==> config.mk <==
export PLATFORM = sky130hd
export DESIGN_NAME = weight_stream_ctrl
export DESIGN_NICKNAME = d
export VERILOG_FILES = /design/src/rtl/weight_stream_ctrl.sv
export SDC_FILE = /design/constraint.sdc
export NUM_CORES = 1
export LEC_CHECK = 0
export CAP_MARGIN = 10
export CORE_UTILIZATION = 45
export DETAILED_ROUTE_END_ITERATION = 7
export DONT_BUFFER_PORTS = 1
export PLACE_DENSITY = 0.69
export SLEW_MARGIN = 20
export SYNTH_ARGS = -nofsm -noshare
export SYNTH_HDL_FRONTEND = slang
export SYNTH_SLANG_ARGS = --single-unit
==> constraint.sdc <==
create_clock -name ap_clk -period 2.9 [get_ports ap_clk]
set_input_delay 0.29 -clock ap_clk [delete_from_list [all_inputs] [get_ports ap_clk]]
set_output_delay 0.29 -clock ap_clk [all_outputs]
set_load 0.02 [all_outputs]
==> src/rtl/weight_stream_ctrl.sv <==
// weight_stream_ctrl: sweeps the coefficient ROM NUM_PASSES times per start
// and feeds the layer's weight FIFO through a 2-entry buffer. The buffer hides
// the ROM's one-cycle read latency and lets the stream stop under backpressure
// without losing or repeating a word.
module weight_stream_ctrl #(
    parameter int MEM_SIZE   = 16,
    parameter int DATA_WIDTH = 16,
    parameter int NUM_PASSES = 1,
    parameter int AW         = $clog2(MEM_SIZE)
) (
    input  logic                  ap_clk,
    input  logic                  ap_rst_n,
    input  logic                  start,
    output logic                  idle,
    output logic                  done,
    output logic [AW-1:0]         weight_address,
    output logic                  weight_ce,
    input  logic [DATA_WIDTH-1:0] weight_q,
    output logic [DATA_WIDTH-1:0] output_V_din,
    input  logic                  output_V_full_n,
    output logic                  output_V_write
);

    localparam int            PW        = (NUM_PASSES > 1) ? $clog2(NUM_PASSES) : 1;
    localparam logic [AW-1:0] ADDR_LAST = AW'(MEM_SIZE - 1);
    localparam logic [PW-1:0] PASS_LAST = PW'(NUM_PASSES - 1);

    typedef enum logic [1:0] {S_IDLE, S_RUN, S_DRAIN, S_DONE} state_t;

    state_t                  state_q, state_d;
    logic [AW-1:0]           addr_q, addr_d;
    logic [PW-1:0]           pass_q, pass_d;
    logic [1:0]              count_q, count_d;
    logic                    inflight_q;
    logic [DATA_WIDTH-1:0]   buf0_q, buf0_d;
    logic [DATA_WIDTH-1:0]   buf1_q, buf1_d;

    logic                    pop;
    logic                    bypass;
    logic                    pop_buf;
    logic                    push_buf;
    logic                    last_rd;
    logic [1:0]              occ;

    // Read issue, output strobe and buffer next-state.
    // A word returning from the ROM into an empty buffer is presented at the
    // head in the same cycle, so a free-flowing stream writes one cycle after
    // each read and never parks a word.
    always_comb begin
        output_V_write = ((count_q != 2'd0) || inflight_q) && output_V_full_n;
        output_V_din   = ((count_q == 2'd0) && inflight_q) ? weight_q : buf0_q;
        pop            = output_V_write;

        // Budget: buffered + in flight, less what leaves this cycle, stays <= 2.
        weight_ce = (state_q == S_RUN) &&
                    (({1'b0, count_q} + {2'b00, inflight_q}) < (3'd2 + {2'b00, pop}));
        last_rd   = weight_ce && (addr_q == ADDR_LAST) && (pass_q == PASS_LAST);

        bypass   = pop && (count_q == 2'd0);
        pop_buf  = pop && (count_q != 2'd0);
        push_buf = inflight_q && !bypass;

        buf0_d = buf0_q;
        buf1_d = buf1_q;
        occ    = count_q;
        if (pop_buf) begin
            buf0_d = buf1_q;
            occ    = count_q - 2'd1;
        end
        if (push_buf) begin
            if (occ == 2'd0) buf0_d = weight_q;
            else             buf1_d = weight_q;
        end
        count_d = occ + {1'b0, push_buf};
    end

    // Sequencer FSM and address/pass counters.
    always_comb begin
        state_d = state_q;
        addr_d  = addr_q;
        pass_d  = pass_q;
        idle    = 1'b0;
        done    = 1'b0;

        case (state_q)
            S_IDLE: begin
                idle = 1'b1;
                if (start) begin
                    state_d = S_RUN;
                    addr_d  = '0;
                    pass_d  = '0;
                end
            end
            S_RUN: begin
                if (last_rd) state_d = S_DRAIN;
            end
            S_DRAIN: begin
                // No read issues here, so nothing is in flight next cycle;
                // leave once the buffer will be empty.
                if (count_d == 2'd0) state_d = S_DONE;
            end
            S_DONE: begin
                done    = 1'b1;
                state_d = S_IDLE;
            end
            default: state_d = S_IDLE;
        endcase

        if (weight_ce) begin
            if (addr_q == ADDR_LAST) begin
                addr_d = '0;
                if (pass_q != PASS_LAST) pass_d = pass_q + PW'(1);
            end else begin
                addr_d = addr_q + AW'(1);
            end
        end
    end

    assign weight_address = addr_q;

    // State, counters, in-flight flag and buffer registers.
    always_ff @(posedge ap_clk or negedge ap_rst_n) begin
        if (!ap_rst_n) begin
            state_q    <= S_IDLE;
            addr_q     <= '0;
            pass_q     <= '0;
            count_q    <= 2'd0;
            inflight_q <= 1'b0;
            buf0_q     <= '0;
            buf1_q     <= '0;
        end else begin
            state_q    <= state_d;
            addr_q     <= addr_d;
            pass_q     <= pass_d;
            count_q    <= count_d;
            inflight_q <= weight_ce;
            buf0_q     <= buf0_d;
            buf1_q     <= buf1_d;
        end
    end

endmodule

==> reports/qor.yml, run 1 <==
drt.antenna.violating_nets: 0
synth-async-reset-ratio: 1.00
clock_latency_ns: 0.29
pre_cts_ws_ns: 0.522
rr_worst_depth: 10
grt_first_pass_wirelength_um: 6710
synth-edff-count: 0
design_area_um2: 2470
fin_skew_ns: 0.00752
synth.area.top_cells: "dfrtp_1 47%, mux2_1 16%, nand2_1 9.3%"
max_slew.worst_pin.slew_ns: 0.770
tritoncts: "yes"
netlist_area_um2: 2260
top_layer: "met4"
layout_min_cycle_time_ns: 2.56
placed_area_um2: 2330
hold_class: "primary input to flip-flop"
port_buffers: 0
start_util: 0.472
drt_first_pass_iters: 4
hold_slack_ns: 0.128
power_density_nw_per_um2: 1120
drt_wl_total_um: 4020
dieHeight_um: 72.8
syn_area_per_cell_um2: 10.9
grt_max_degree: 43
grt_pass1_vias: 1421
critical_path.max_fanout: 9
htreeDepth: 2
fin_cells: 279
slew_headroom: 0.485
cts_buffer_depth: 2
netlist.area_leader.share: 0.466
hp-start: "weight_q[1]"
ctsResizeCount: 0
r2r-end: "state_q[1]$_DFFE_PN0P_"
clk_pin_slew_worst_paths_ns: 0.08
core-area_um2: 4790
synth.ff_latch_count: 42
wl_met3_um: 166
cts_hold_buf: 2
drv_slew: 0
outcome: "completed"
rsz0062_at_grt: "no"
fin_total_pwr_mw: 2.77
drive_above_1_share: 0.165
synth.yosys.warnings: 0
crit_arrival_ns: 2.27
synth_most_common_cell: "nand2_1"
min_path_cells: 1
gp_congestion: 0.735
cts_buffers: 5
grt_usage: 0.169
route.detailed.drc: 0
viasPerCell: 5.14
setup_viol: 0
crit_start: "count_q[0]$_DFF_PN0_"
grt-ovfl-total: 0
clock_sinks: 42
die_w_um: 72.8
nets: 241
yosysSeqAreaShare: 0.466
min_delay_worst_endpoint: "buf0_q[1]$_DFF_PN0_"
finalHoldViolCount: 0
finish.utilization: 0.517
rows: 25
wl_per_cell_um: 14.4
synth_flop_cell: "dfrtp_1"
ir_drop_v: 0.000425
area.growth.synth_to_final_pct: 9.53
cts_root_buf: "clkbuf_8"
critPathKind: "flip-flop to output port"
yosysTopAreaCell: "dfrtp_1"
worstPathRequired_ns: 2.61
total_leakage_power_nw: 1.16
cp-end-kind: "output port"
cap_violations: 0
drt_iter0_markers: 22
synth_cells: 208
via_count: 1434
fmax_mhz: 391
layout_setup_ws_ns: 0.344
setup_tns_ns: 0
synth_common_cells: "56 x nand2_1, 42 x dfrtp_1, 33 x mux2_1, 16 x mux2_2, 9 x ha_1"
synth_cell_types: 35
synth_fp_nets: 237
period_share: 0.881
antenna_found_initial: 0
io_pins: 44
regToRegStartpoint: "count_q[0]$_DFF_PN0_"
wl_met1_um: 1900
diodes: 0
die_area_um2: 5300
hpwl_um: 2790
start_kind: "flip-flop"
wl_met2_um: 1890
cts_setup_buffers: 0
placed_cells_incl_taps: 270
rrSetupSlack_ns: 0.50
[cell type report]
class | count | area, um^2
Clock buffer | 6 | 82.6
Timing Repair Buffer | 6 | 60.1
Fill cell | 432 | 2310
Inverter | 6 | 22.5
Sequential cell | 42 | 1050
Clock inverter | 1 | 30.0
Tap cell | 67 | 83.8
Multi-Input combinational cell | 151 | 1140
[per-layer routing]
layer,GRT usage,vias to the layer above
met1,0.224,691
met4,0.0654,0
li1,-,712
met2,0.268,26
met3,0.0428,5
met5,0,-
[worst max-delay path: stages (launching register included)]
cell and delay [ns]:
dfrtp_1 0.43, inv_1 0.10, ha_1 0.26, nor2b_1 0.16, o31a_1 0.26, nor3b_2 0.51
buf_4 0.26
[placed cells by master, fill, tap and decap left out, drive strengths merged]
| cell | count |
|---|---|
| nand2 | 57 |
| mux2 | 49 |
| dfrtp | 42 |
| ha | 9 |
| inv | 6 |
| clkbuf | 6 |
| buf | 5 |
| nor2 | 4 |
| mux2i | 4 |
| nand3 | 3 |
| a21oi | 3 |
| o21ai | 3 |
| nand2b | 2 |
| nor2b | 2 |
| and3 | 2 |
| o31a | 1 |
| nor3b | 1 |
| a21boi | 1 |
| o31ai | 1 |
| xnor2 | 1 |
| nor3 | 1 |
| or2 | 1 |
| or3 | 1 |
| o41ai | 1 |
| and2 | 1 |
| o311a | 1 |
| a22o | 1 |
| a22oi | 1 |
| bufinv | 1 |
| dlygate4sd3 | 1 |
[cells by family (layout without fill, tap and decap cells)]
family,after synthesis,in the layout,synth area share
AOI/OAI and AO/OA,13,13,0.0449
xor gates and xnor gates,1,1,0.00388
DFF,42,42,0.466
muxes,53,53,0.262
buffers and inverters,15,19,0.0305
and+or+nand+nor,75,75,0.143
adders and majority gates,9,9,0.0499
[where the power goes]
part | switching [mW] | internal (mW) | total, mW
clock network | 0.195 | 0.276 | 0.470
registers | 0.186 | 0.869 | 1.05
logic | 0.699 | 0.550 | 1.25
[worst max path at each step]
stage / end / cells past startpoint
after detailed placement: buf1_q[5]$_DFFE_PN0P_ / 7
after CTS: weight_ce / 6
after floorplan: state_q[1]$_DFFE_PN0P_ / 12
final: weight_ce / 6
after global placement: state_q[1]$_DFFE_PN0P_ / 10
after global routing: weight_ce / 6
[registers in the layout (all words and copies together), names as in the netlist]
register and cells:
buf1_q 16, inflight_q 1, state_q 2, pass_q 1, buf0_q 16, count_q 2
weight_address 4
Power figures use the tool's default switching activity.
==> run 2: changes to the inputs <==
CORE_MARGIN = 2   (was not set)
==> run 2 against run 1 <==
Net effect: critical path depth up 1; first-iteration DRC count rose by 55%; fmax grew 3.6%; hold slack is essentially flat; via count rose by 0.56%; setup slack gained 0.090 ns; global-route usage shrank 0.53 points; clock-buffer cell count is the same; combinational power about the same; critical endpoint unchanged.
==> reports/qor.yml, run 2 (synthesis results as in run 1) <==
start_util: 0.472  # unchanged
hold_slack_ns: 0.128  # -0.000170 ns
port_buffers: 0  # unchanged
power_density_nw_per_um2: 1090  # -2.6%
cpMostUsedCell: "buf_4"
total_leakage_power_nw: 1.16  # -0.59%
switching_share: 0.405  # +0.0154
route.detailed.drc: 0  # unchanged
pre_cts_ws_ns: 0.489  # -0.0327 ns
worstPathRequired_ns: 2.61  # about the same
grt-ovfl-total: 0  # unchanged
drt.antenna.violating_nets: 0  # unchanged
critical_path.max_fanout: 7  # -2
clk_pin_slew_worst_paths_ns: 0.08  # about the same
multi_input_area_um2: 1140  # unchanged
htreeDepth: 2  # unchanged
p_int_mw: 1.60  # -5.7%
seqCellArea_um2: 1050  # unchanged
finish.utilization: 0.513  # -0.00392
max_slew.worst_pin.slew_ns: 0.759  # -0.0111 ns
drv_slew: 0  # unchanged
clock_sinks: 42  # unchanged
grt_pass1_vias: 1530  # +7.7%
seqPwrFrac: 0.394  # +0.014
drt_iter0_markers: 34  # +55%
tritoncts: "yes"
io_pins: 44  # unchanged
cap_violations: 0  # unchanged
dieHeight_um: 74.8  # +2.7%
critPathKind: "flip-flop to output port"
fin_skew_ns: 0.00946  # +0.00194 ns
slew_headroom: 0.494  # +0.00864
critical-path-max-stage-delay_ns: 0.43  # -0.08 ns
power_switching_mw: 1.09  # +0.52%
period_share: 0.850  # -0.0309
fmax_mhz: 405  # +3.6%
final_cell_mix: "56 x nand2_1, 42 x dfrtp_1, 33 x mux2_1"
finalHoldViolCount: 0  # unchanged
cts_setup_buffers: 0  # unchanged
via_count: 1442  # +0.56%
layout_setup_ws_ns: 0.434  # +0.0897 ns
drt_wl_total_um: 4040  # +0.60%
antenna_found_initial: 0  # unchanged
area.growth.synth_to_final_pct: 8.70
comb_power_share: 0.469  # +0.019
drive_above_1_share: 0.168  # +0.00313
clock_latency_ns: 0.29  # about the same
drt_first_pass_iters: 2  # -2
die_w_um: 74.8  # +2.7%
setup_viol: 0  # unchanged
rows: 25  # unchanged
crit_arrival_ns: 2.18  # -0.09 ns
nets: 242  # +0.41%
design_area_um2: 2450  # -0.76%
cts_hold_buf: 2  # unchanged
fillCellCount: 425  # -1.6%
layout_commonest_cell: "nand2_1"
die_area_um2: 5600  # +5.6%
hpwl_um: 2880  # +3.1%
wl_per_cell_um: 14.4  # -0.12%
grt_first_pass_wirelength_um: 7040  # +4.8%
critPathSlowestCell: "dfrtp_1"
start_kind: "flip-flop"
path_cells: "inv_1 -> ha_1 -> nor2b_1 -> o31a_1 -> nor3b_2 -> buf_4 -> buf_4"
ir_drop_v: 0.000488  # +15%
setup_tns_ns: 0  # unchanged
core-area_um2: 4790  # unchanged
grt_usage: 0.164  # -0.00526
layout_min_cycle_time_ns: 2.47  # -0.0897 ns
outcome: "completed"
grt_max_degree: 43  # unchanged
hold_class: "primary input to flip-flop"
cp-end-kind: "output port"
ctsResizeCount: 0  # unchanged
clockPowerShare: 0.136  # -0.033
cts_root_buf: "clkbuf_8"
viasPerCell: 5.13  # -0.16%
diodes: 0  # unchanged
gp_congestion: 0.856  # +17%
placed_area_um2: 2340  # +0.32%
rsz0062_at_grt: "no"
cts_buffers: 5  # unchanged
cts_buffer_depth: 2  # unchanged
-- run 2: changes by cell type in the layout (fill, tap and decap cells not counted) --
cell and change:
buf_4 +1, bufinv_16 -1, clkbuf_1 +1, clkbuf_8 -1, clkinv_2 +1, clkinv_4 +1
-- run 2: worst paths after layout --
check | startpoint | end | slack (ns) | cells after the start
min reg2reg | buf1_q[5]$_DFFE_PN0P_ | buf1_q[5]$_DFFE_PN0P_ | 0.49 | 1
max reg2reg | count_q[1]$_DFF_PN0_ | state_q[1]$_DFFE_PN0P_ | 0.47 | 10
max in group asynchronous | ap_rst_n | state_q[0]$_DFFE_PN0P_ | 2.23 | 2
min in group asynchronous | ap_rst_n | buf1_q[2]$_DFFE_PN0P_ | 0.47 | 2
max | count_q[1]$_DFF_PN0_ | weight_ce | 0.43 | 7
min | weight_q[4] | buf0_q[4]$_DFF_PN0_ | 0.13 | 1
-- run 2: worst max-delay path, delay by kind of cell (launching register included) --
kind,cells,cell delay (ns)
simple gates,2,0.49
buf+inv,3,0.47
compound gates,1,0.26
fa+ha+maj,1,0.23
flops,1,0.43
-- run 2: per-layer routing --
metal | vias up | part of all wire | global-route usage
met2 | 25 | 0.48 | 0.273
met1 | 697 | 0.47 | 0.209
met4 | 0 | 0.0054 | 0.0476
li1 | 718 | - | -
met5 | - | 0 | 0
met3 | 2 | 0.046 | 0.0482
-- run 2: layout make-up --
type | count | share of cell area
Timing Repair Buffer | 7 | 0.0275
Tap cell | 67 | 0.0342
Multi-Input combinational cell | 151 | 0.466
Inverter | 6 | 0.00918
Sequential cell | 42 | 0.428
Clock buffer | 6 | 0.0296
Clock inverter | 2 | 0.00561
-- run 2: power groups by stage --
stage                     Sequential [mW]  Clock, mW  Combinational (mW)
after floorplan                      1.02          0                1.08
after global placement               1.06          0                1.24
after detailed placement             1.07          0                1.26
after CTS                            1.06      0.383                1.29
after global routing                 1.10      0.401                1.42
final                                1.06      0.366                1.26
-- run 2: metrics by stage --
stage,std cells,total power [mW]
3_5_place_dp,271,2.33
3_3_place_gp,271,2.30
6_report,281,2.68
4_1_cts,281,2.73
5_1_grt,281,2.92
2_1_floorplan,208,2.11
